## src/rtl/rv32_pkg.sv

```systemverilog
// Shared RV32IM decode definitions: opcodes, instruction formats,
// ID/EX control bundle and the immediate generator.
package rv32_pkg;

  localparam logic [6:0] OPC_LUI    = 7'b0110111;
  localparam logic [6:0] OPC_AUIPC  = 7'b0010111;
  localparam logic [6:0] OPC_JAL    = 7'b1101111;
  localparam logic [6:0] OPC_JALR   = 7'b1100111;
  localparam logic [6:0] OPC_BRANCH = 7'b1100011;
  localparam logic [6:0] OPC_LOAD   = 7'b0000011;
  localparam logic [6:0] OPC_STORE  = 7'b0100011;
  localparam logic [6:0] OPC_OPIMM  = 7'b0010011;
  localparam logic [6:0] OPC_OP     = 7'b0110011;

  // addi x0,x0,0 -- the field pattern a bubble presents downstream
  localparam logic [31:0] INSTR_NOP = 32'h0000_0013;

  typedef enum logic [2:0] {
    FMT_R   = 3'd0,
    FMT_I   = 3'd1,
    FMT_S   = 3'd2,
    FMT_B   = 3'd3,
    FMT_U   = 3'd4,
    FMT_J   = 3'd5,
    FMT_ILL = 3'd6
  } fmt_e;

  typedef struct packed {
    logic reg_write;
    logic mem_read;
    logic mem_write;
    logic branch;
    logic jump;
    logic alu_src;
    logic illegal;
  } id_ex_ctrl_t;

  // Sign-extended immediate for each format; R and illegal carry no immediate.
  function automatic logic [31:0] imm_gen(input logic [31:0] instr, input fmt_e fmt);
    logic [31:0] imm;
    case (fmt)
      FMT_I:   imm = {{20{instr[31]}}, instr[31:20]};
      FMT_S:   imm = {{20{instr[31]}}, instr[31:25], instr[11:7]};
      FMT_B:   imm = {{19{instr[31]}}, instr[31], instr[7], instr[30:25], instr[11:8], 1'b0};
      FMT_U:   imm = {instr[31:12], 12'h000};
      FMT_J:   imm = {{11{instr[31]}}, instr[31], instr[19:12], instr[20], instr[30:21], 1'b0};
      default: imm = 32'h0000_0000;
    endcase
    return imm;
  endfunction

endpackage

```

## src/rtl/reg_file.sv

```systemverilog
// Architectural register file: two asynchronous read ports with
// write-through bypass, one synchronous write port, x0 hardwired to zero.
module reg_file
  import rv32_pkg::*;
#(
  parameter  int DWIDTH   = 32,
  parameter  int NUM_REGS = 32,
  localparam int AW       = $clog2(NUM_REGS)
) (
  input  logic              i_clk,
  input  logic              i_rst,
  input  logic              i_we,
  input  logic [AW-1:0]     i_waddr,
  input  logic [DWIDTH-1:0] i_wdata,
  input  logic [AW-1:0]     i_raddr1,
  input  logic [AW-1:0]     i_raddr2,
  output logic [DWIDTH-1:0] o_rdata1,
  output logic [DWIDTH-1:0] o_rdata2
);

  logic [DWIDTH-1:0] r_regs [NUM_REGS];
  logic [DWIDTH-1:0] w_rdata1;
  logic [DWIDTH-1:0] w_rdata2;

  // Storage update: clear on reset, otherwise write any register except x0.
  always_ff @(posedge i_clk) begin
    if (i_rst) begin
      for (int i = 0; i < NUM_REGS; i++) begin
        r_regs[i] <= {DWIDTH{1'b0}};
      end
    end else if (i_we && (i_waddr != {AW{1'b0}})) begin
      r_regs[i_waddr] <= i_wdata;
    end
  end

  // Read port 1: x0 is zero, same-cycle writeback to the read index is forwarded.
  always_comb begin
    if (i_raddr1 == {AW{1'b0}}) begin
      w_rdata1 = {DWIDTH{1'b0}};
    end else if (i_we && (i_waddr == i_raddr1)) begin
      w_rdata1 = i_wdata;
    end else begin
      w_rdata1 = r_regs[i_raddr1];
    end
  end

  // Read port 2: same policy as port 1.
  always_comb begin
    if (i_raddr2 == {AW{1'b0}}) begin
      w_rdata2 = {DWIDTH{1'b0}};
    end else if (i_we && (i_waddr == i_raddr2)) begin
      w_rdata2 = i_wdata;
    end else begin
      w_rdata2 = r_regs[i_raddr2];
    end
  end

  assign o_rdata1 = w_rdata1;
  assign o_rdata2 = w_rdata2;

endmodule

```

## src/rtl/decode_pipe.sv

```systemverilog
// RV32IM instruction-decode stage: decodes the fetched instruction, reads
// the register file, detects load-use hazards and registers the ID/EX boundary.
module decode_pipe
  import rv32_pkg::*;
#(
  parameter int DWIDTH   = 32,
  parameter int NUM_REGS = 32
) (
  input  logic              Clk_Core,
  input  logic              Rst_Core,
  input  logic [31:0]       pc_di,
  input  logic [31:0]       pc_plus_di,
  input  logic [31:0]       instruct_di,
  input  logic              flush_di,
  input  logic              ex_busy_di,
  input  logic              wb_en_di,
  input  logic [4:0]        wb_rd_di,
  input  logic [DWIDTH-1:0] wb_data_di,
  output logic              stall_do,
  output logic [31:0]       pc_do,
  output logic [31:0]       pc_plus_do,
  output logic [DWIDTH-1:0] rs1_data_do,
  output logic [DWIDTH-1:0] rs2_data_do,
  output logic [31:0]       imm_do,
  output logic [4:0]        rs1_do,
  output logic [4:0]        rs2_do,
  output logic [4:0]        rd_do,
  output logic [6:0]        opcode_do,
  output logic [2:0]        funct3_do,
  output logic [6:0]        funct7_do,
  output logic              reg_write_do,
  output logic              mem_read_do,
  output logic              mem_write_do,
  output logic              branch_do,
  output logic              jump_do,
  output logic              alu_src_do,
  output logic              illegal_do
);

  // Instruction fields
  logic [6:0] w_opcode;
  logic [4:0] w_rd;
  logic [2:0] w_funct3;
  logic [4:0] w_rs1;
  logic [4:0] w_rs2;
  logic [6:0] w_funct7;

  assign w_opcode = instruct_di[6:0];
  assign w_rd     = instruct_di[11:7];
  assign w_funct3 = instruct_di[14:12];
  assign w_rs1    = instruct_di[19:15];
  assign w_rs2    = instruct_di[24:20];
  assign w_funct7 = instruct_di[31:25];

  fmt_e              w_fmt;
  id_ex_ctrl_t       w_ctrl;
  logic [31:0]       w_imm;
  logic              w_uses_rs1;
  logic              w_uses_rs2;
  logic              w_hazard;
  logic              w_stall;
  logic [DWIDTH-1:0] w_rs1_data;
  logic [DWIDTH-1:0] w_rs2_data;

  // ID/EX boundary registers
  logic [31:0]       r_pc;
  logic [31:0]       r_pc_plus;
  logic [DWIDTH-1:0] r_rs1_data;
  logic [DWIDTH-1:0] r_rs2_data;
  logic [31:0]       r_imm;
  logic [4:0]        r_rs1;
  logic [4:0]        r_rs2;
  logic [4:0]        r_rd;
  logic [6:0]        r_opcode;
  logic [2:0]        r_funct3;
  logic [6:0]        r_funct7;
  id_ex_ctrl_t       r_ctrl;

  reg_file #(
    .DWIDTH   (DWIDTH),
    .NUM_REGS (NUM_REGS)
  ) u_reg_file (
    .i_clk    (Clk_Core),
    .i_rst    (Rst_Core),
    .i_we     (wb_en_di),
    .i_waddr  (wb_rd_di),
    .i_wdata  (wb_data_di),
    .i_raddr1 (w_rs1),
    .i_raddr2 (w_rs2),
    .o_rdata1 (w_rs1_data),
    .o_rdata2 (w_rs2_data)
  );

  // Main decoder: format and control bits from the opcode; unknown opcodes flag illegal only.
  always_comb begin
    w_fmt  = FMT_ILL;
    w_ctrl = 7'b000_0000;
    case (w_opcode)
      OPC_LUI, OPC_AUIPC: begin
        w_fmt            = FMT_U;
        w_ctrl.reg_write = 1'b1;
        w_ctrl.alu_src   = 1'b1;
      end
      OPC_JAL: begin
        w_fmt            = FMT_J;
        w_ctrl.reg_write = 1'b1;
        w_ctrl.jump      = 1'b1;
        w_ctrl.alu_src   = 1'b1;
      end
      OPC_JALR: begin
        w_fmt            = FMT_I;
        w_ctrl.reg_write = 1'b1;
        w_ctrl.jump      = 1'b1;
        w_ctrl.alu_src   = 1'b1;
      end
      OPC_BRANCH: begin
        w_fmt         = FMT_B;
        w_ctrl.branch = 1'b1;
      end
      OPC_LOAD: begin
        w_fmt            = FMT_I;
        w_ctrl.reg_write = 1'b1;
        w_ctrl.mem_read  = 1'b1;
        w_ctrl.alu_src   = 1'b1;
      end
      OPC_STORE: begin
        w_fmt            = FMT_S;
        w_ctrl.mem_write = 1'b1;
        w_ctrl.alu_src   = 1'b1;
      end
      OPC_OPIMM: begin
        w_fmt            = FMT_I;
        w_ctrl.reg_write = 1'b1;
        w_ctrl.alu_src   = 1'b1;
      end
      OPC_OP: begin
        w_fmt            = FMT_R;
        w_ctrl.reg_write = 1'b1;
      end
      default: begin
        w_fmt          = FMT_ILL;
        w_ctrl.illegal = 1'b1;
      end
    endcase
  end

  assign w_imm = imm_gen(instruct_di, w_fmt);

  // Source-register usage per format, used only for hazard qualification.
  always_comb begin
    w_uses_rs1 = 1'b1;
    w_uses_rs2 = 1'b0;
    case (w_fmt)
      FMT_R, FMT_S, FMT_B: w_uses_rs2 = 1'b1;
      FMT_U, FMT_J:        w_uses_rs1 = 1'b0;
      default:             w_uses_rs2 = 1'b0;
    endcase
  end

  // Load-use hazard: the load now in ID/EX writes a register this instruction reads.
  always_comb begin
    if (r_ctrl.mem_read && (r_rd != 5'd0) &&
        ((w_uses_rs1 && (r_rd == w_rs1)) || (w_uses_rs2 && (r_rd == w_rs2)))) begin
      w_hazard = 1'b1;
    end else begin
      w_hazard = 1'b0;
    end
  end

  // Stall to fetch: busy freezes, flush overrides a hazard, reset forces it low.
  always_comb begin
    if (Rst_Core) begin
      w_stall = 1'b0;
    end else if (ex_busy_di) begin
      w_stall = 1'b1;
    end else if (flush_di) begin
      w_stall = 1'b0;
    end else begin
      w_stall = w_hazard;
    end
  end

  assign stall_do = w_stall;

  // ID/EX register: reset > busy hold > bubble (flush or hazard) > decoded instruction.
  always_ff @(posedge Clk_Core) begin
    if (Rst_Core) begin
      r_pc       <= 32'h0000_0000;
      r_pc_plus  <= 32'h0000_0000;
      r_rs1_data <= {DWIDTH{1'b0}};
      r_rs2_data <= {DWIDTH{1'b0}};
      r_imm      <= 32'h0000_0000;
      r_rs1      <= 5'd0;
      r_rs2      <= 5'd0;
      r_rd       <= 5'd0;
      r_opcode   <= 7'd0;
      r_funct3   <= 3'd0;
      r_funct7   <= 7'd0;
      r_ctrl     <= 7'b000_0000;
    end else if (!ex_busy_di) begin
      r_pc      <= pc_di;
      r_pc_plus <= pc_plus_di;
      if (flush_di || w_hazard) begin
        r_rs1_data <= {DWIDTH{1'b0}};
        r_rs2_data <= {DWIDTH{1'b0}};
        r_imm      <= 32'h0000_0000;
        r_rs1      <= 5'd0;
        r_rs2      <= 5'd0;
        r_rd       <= 5'd0;
        r_opcode   <= INSTR_NOP[6:0];
        r_funct3   <= INSTR_NOP[14:12];
        r_funct7   <= INSTR_NOP[31:25];
        r_ctrl     <= 7'b000_0000;
      end else begin
        r_rs1_data <= w_rs1_data;
        r_rs2_data <= w_rs2_data;
        r_imm      <= w_imm;
        r_rs1      <= w_rs1;
        r_rs2      <= w_rs2;
        r_rd       <= w_rd;
        r_opcode   <= w_opcode;
        r_funct3   <= w_funct3;
        r_funct7   <= w_funct7;
        r_ctrl     <= w_ctrl;
      end
    end
  end

  assign pc_do        = r_pc;
  assign pc_plus_do   = r_pc_plus;
  assign rs1_data_do  = r_rs1_data;
  assign rs2_data_do  = r_rs2_data;
  assign imm_do       = r_imm;
  assign rs1_do       = r_rs1;
  assign rs2_do       = r_rs2;
  assign rd_do        = r_rd;
  assign opcode_do    = r_opcode;
  assign funct3_do    = r_funct3;
  assign funct7_do    = r_funct7;
  assign reg_write_do = r_ctrl.reg_write;
  assign mem_read_do  = r_ctrl.mem_read;
  assign mem_write_do = r_ctrl.mem_write;
  assign branch_do    = r_ctrl.branch;
  assign jump_do      = r_ctrl.jump;
  assign alu_src_do   = r_ctrl.alu_src;
  assign illegal_do   = r_ctrl.illegal;

endmodule

```

## config.mk

```make
export PLATFORM = sky130hd
export DESIGN_NAME = decode_pipe
export DESIGN_NICKNAME = d
export VERILOG_FILES = /design/src/rtl/rv32_pkg.sv /design/src/rtl/reg_file.sv /design/src/rtl/decode_pipe.sv
export SDC_FILE = /design/constraint.sdc
export NUM_CORES = 2
export LEC_CHECK = 0
export BUFFER_PORTS_ARGS = -buffer_cell sky130_fd_sc_hd__buf_2
export CAP_MARGIN = 0
export CORE_ASPECT_RATIO = 0.6
export CORE_UTILIZATION = 30
export CTS_BUF_LIST = sky130_fd_sc_hd__clkbuf_4
export DETAILED_ROUTE_END_ITERATION = 10
export GPL_ROUTABILITY_DRIVEN = 1
export PLACE_DENSITY_LB_ADDON = 0.08
export SYNTH_ARGS = -nofsm -noshare
export SYNTH_HDL_FRONTEND = slang
export SYNTH_SLANG_ARGS = --single-unit
```

## constraint.sdc

```tcl
create_clock -name Clk_Core -period 6.8 [get_ports Clk_Core]
set_clock_uncertainty 0.2 [all_clocks]
set_input_delay 0.34 -clock Clk_Core [delete_from_list [all_inputs] [get_ports Clk_Core]]
set_output_delay 0.34 -clock Clk_Core [all_outputs]
set_load 0.02 [all_outputs]
```

==> impl_metrics.sql <==
INSERT INTO impl_metrics (metric_group, metric, value, unit) VALUES
('sta', 'final.setup.worst_slack', '1.73', 'ns'),
('worst_setup_path', 'worstReg2RegEnd', 'imm_do[9]', ''),
('cts', 'hold_buffers', '348', ''),
('logic_synthesis', 'ys_async_sr_fraction', '0', '%'),
('floorplan', 'chip_width', '585', 'um'),
('cts', 'postCtsResizedCells', '0', ''),
('worst_setup_path', 'critical_path.slowest_cell', 'dlygate4sd3_1', ''),
('cts', 'clock_tree.buffer_depth', '4', ''),
('cts', 'cts_tree', 'done', ''),
('final_layout', 'finalCoreUtilization', '36.2', '%'),
('logic_synthesis', 'seq_area_frac_synth', '56.7', '%'),
('worst_setup_path', 'worstSetupEndpoint', 'imm_do[9]', ''),
('logic_synthesis', 'synthSimpleGateAreaFrac', '13.7', '%'),
('job', 'maxCapViolations', '0', ''),
('logic_synthesis', 'synth_edf_count', '1024', ''),
('worst_setup_path', 'startpoint_of_the_lowest_slack_register_to_register_path', 'rd_do[4]', ''),
('worst_setup_path', 'worstSetupPathType', 'primary input to flip-flop', ''),
('logic_synthesis', 'synthXorXnorAreaFrac', '0.286', '%'),
('final_layout', 'post_route_cells_drive_above_1_share', '29.2', '%'),
('grt', 'grt_first_pass_wirelength', '348', 'mm'),
('sta', 'setup_tns', '0', 'ns'),
('detailed_routing', 'post_drt_wl_per_cell', '31.2', 'um'),
('sta', 'report.final.slew_viol_count', '0', ''),
('logic_synthesis', 'ys_top_cells_by_area', 'edfxtp_1, mux4_2, and2_1', ''),
('logic_synthesis', 'synth_cell_types', '52', ''),
('cts', 'clock_insertion_delay_worst_skew', '1.23', 'ns'),
('detailed_routing', 'drt-initial-drc-count', '4347', ''),
('worst_setup_path', 'critPathCaptureType', 'flip-flop', ''),
('placed_design', 'place.port_buffers', '337', ''),
('logic_synthesis', 'synth_warnings', '0', ''),
('worst_setup_path', 'rrSetupSlack', '2.94', 'ns'),
('sta', 'relSlewSlack', '7.12', '%'),
('detailed_routing', 'count_of_tritonroute_iterations_in_the_first_routing_pass', '5', ''),
('sta', 'rsz0062_at_grt', 'no', ''),
('grt', 'globalRoute.totalOverflow', '0', ''),
('detailed_routing', 'drcViolationCount', '0', ''),
('worst_setup_path', 'max_stage_delay', '0.77', 'ns'),
('final_layout', 'layout-area-overhead-vs-synth', '20.1', '%'),
('floorplan', 'chipHeight', '352', 'um'),
('logic_synthesis', 'synth_largest_type_area_fraction', '50.2', '%'),
('sta', 'total_count_of_hold_check_failures_in_the_final_report', '0', ''),
('power_and_ir_drop', 'power_leakage', '26.8', 'nW'),
('worst_setup_path', 'path_max_fanout', '8', ''),
('logic_synthesis', 'synthMuxAreaShare', '19.9', '%'),
('detailed_routing', 'dr_total_vias', '42900', ''),
('grt', 'grt_usage', '24.1', '%'),
('worst_setup_path', 'worstPathRequired', '7.76', 'ns'),
('placed_design', 'place_congestion', '0.803', ''),
('grt', 'grt_max_degree', '128', ''),
('detailed_routing', 'antenna_violating_nets_post_route', '0', ''),
('final_layout', 'final_cells', '8063', ''),
('logic_synthesis', 'synth.ff_latch_count', '1223', ''),
('cts', 'worst_setup_hold_path_clk_slew', '0.06', 'ns'),
('worst_setup_path', 'worst_setup_path_start_kind', 'primary input', ''),
('logic_synthesis', 'post_synthesis_mean_instance_area', '14.0', 'um2'),
('sta', 'setup_violations', '0', ''),
('final_layout', 'finish.net_count', '5207', ''),
('sta', 'min_period', '5.07', 'ns'),
('cts', 'clock_sink_count', '1223', ''),
('logic_synthesis', 'post_synthesis_compound_gate_area_fraction', '6.34', '%'),
('power_and_ir_drop', 'vdd_drop_max', '123', 'uV'),
('outcome', 'result_of_the_run', 'completed', ''),
('sta', 'fmax', '0.197', 'GHz'),
('worst_setup_path', 'timing.critical_path.from', 'instruct_di[3]', ''),
('detailed_routing', 'route.final.wire_length', '252', 'mm'),
('logic_synthesis', 'synthesis.area', '61200', 'um2'),
('power_and_ir_drop', 'areal_power_density_over_the_cells', '246', 'nW/um2'),
('placed_design', 'place_inst', '7115', ''),
('cts', 'cts-htree-levels', '5', ''),
('sta', 'worst_max_slew_pin_slew', '1.39', 'ns'),
('floorplan', 'floorplan.initialDensity', '30.2', '%');
## sequential cells by signal, indices dropped and copies added, names as in the netlist, 3 cells and up
| register | cells |
|---|---|
| funct3_do | 3 |
| rs2_do | 5 |
| rs1_do | 5 |
| funct7_do | 7 |
| u_reg_file.r_regs | 1024 |
| rs2_data_do | 32 |
| pc_do | 32 |
| rs1_data_do | 32 |
| rd_do | 5 |
| imm_do | 32 |
| pc_plus_do | 32 |
| opcode_do | 7 |
## placed cells by master, fill, tap and decap left out, drive strengths merged, types with 25 or more instances in the layout
| cell type | count |
|---|---|
| a21oi | 25 |
| dlygate4sd3 | 348 |
| dfxtp | 199 |
| conb | 32 |
| edfxtp | 1024 |
| mux4 | 458 |
| mux2i | 128 |
| and2 | 996 |
| o31ai | 55 |
| buf | 419 |
| nand2 | 217 |
| a221oi | 39 |
| a22oi | 256 |
| clkinv | 71 |
| clkbuf | 499 |
| or2 | 33 |
| mux2 | 54 |
| nor2 | 204 |
| o22ai | 91 |
| o21ai | 40 |
## cells in the mapped netlist, drive strengths merged, types with 2 or more instances
cell        n
a211o       9
a211oi      2
a21boi      9
a21oi      25
a221oi     39
a22oi     256
a32oi       9
and2      996
and3        3
buf       108
clkbuf    343
dfxtp     199
edfxtp   1024
inv         7
mux2       54
mux2i     128
mux4      458
nand2     217
nand2b      7
nand3      11
nand3b      6
nand4bb     2
nor2      204
nor2b      12
nor4        4
o21ai      40
o22ai      91
o31ai      55
or2        33
or3         2
or4         2
xnor2      10
xor2       10
## stage by stage
| stage | hold slack [ns] | area, um2 |
|---|---|---|
| after floorplan | 0.284 | 61400 |
| after global placement | 0.235 | 65800 |
| after detailed placement | 0.242 | 65800 |
| after CTS | 0.00840 | 73500 |
| after global routing | 0.0605 | 73500 |
| final | 0.0996 | 73600 |
## worst max-delay path, delay by kind of cell
kind | cells | cell delay [ns]
simple gates | 4 | 0.96
buf+inv | 8 | 4.53
compound gates | 1 | 0.16
## area by class of cell
type | instances | area, um2
Fill cell | 19600 | 129000
Sequential cell | 1223 | 34700
Multi-Input combinational cell | 2735 | 25100
Timing Repair Buffer | 768 | 5940
Clock buffer | 498 | 3740
Tap cell | 2730 | 3420
Clock inverter | 84 | 532
Antenna cell | 18 | 45.0
Inverter | 7 | 26.3
## metal layers
| layer | vias to the layer above | global-route usage (%) | part of all wire, % | routed length (um) |
|---|---|---|---|---|
| li1 | 18200 | - | - | - |
| met1 | 22500 | 36.6 | 48 | 121000 |
| met2 | 1840 | 34.4 | 43 | 107000 |
| met3 | 380 | 4.65 | 6.7 | 17000 |
| met4 | 2 | 6.99 | 2.7 | 6800 |
| met5 | - | 0 | 0.0075 | 19 |
## power breakdown
part | switching (mW) | internal, mW
sequential | 0.280 | 8.51
clock | 3.48 | 3.61
combinational | 1.33 | 0.912
## cells by family (layout without fill, tap and decap cells)
group | after synthesis | count (layout)
AO/OA/AOI/OAI | 540 | 540
XOR/XNOR | 20 | 20
other | 1 | 50
buffers and inverters | 458 | 1357
flip-flops | 1223 | 1223
AND/OR/NAND/NOR | 1503 | 1503
multiplexers | 640 | 640
## how the worst min path moves through the flow
stage | from | endpoint | slack (ns) | cells after the start
after floorplan | pc_di[0] | pc_do[0] | 0.28 | 2
after global placement | imm_do[28] | imm_do[28] | 0.23 | 2
after detailed placement | imm_do[21] | imm_do[21] | 0.24 | 2
after CTS | wb_data_di[15] | rs2_data_do[15] | 0.008 | 4
after global routing | Rst_Core | alu_src_do | 0.06 | 3
final | Rst_Core | alu_src_do | 0.1 | 3
No activity file was read; power rests on OpenSTA's default activity.
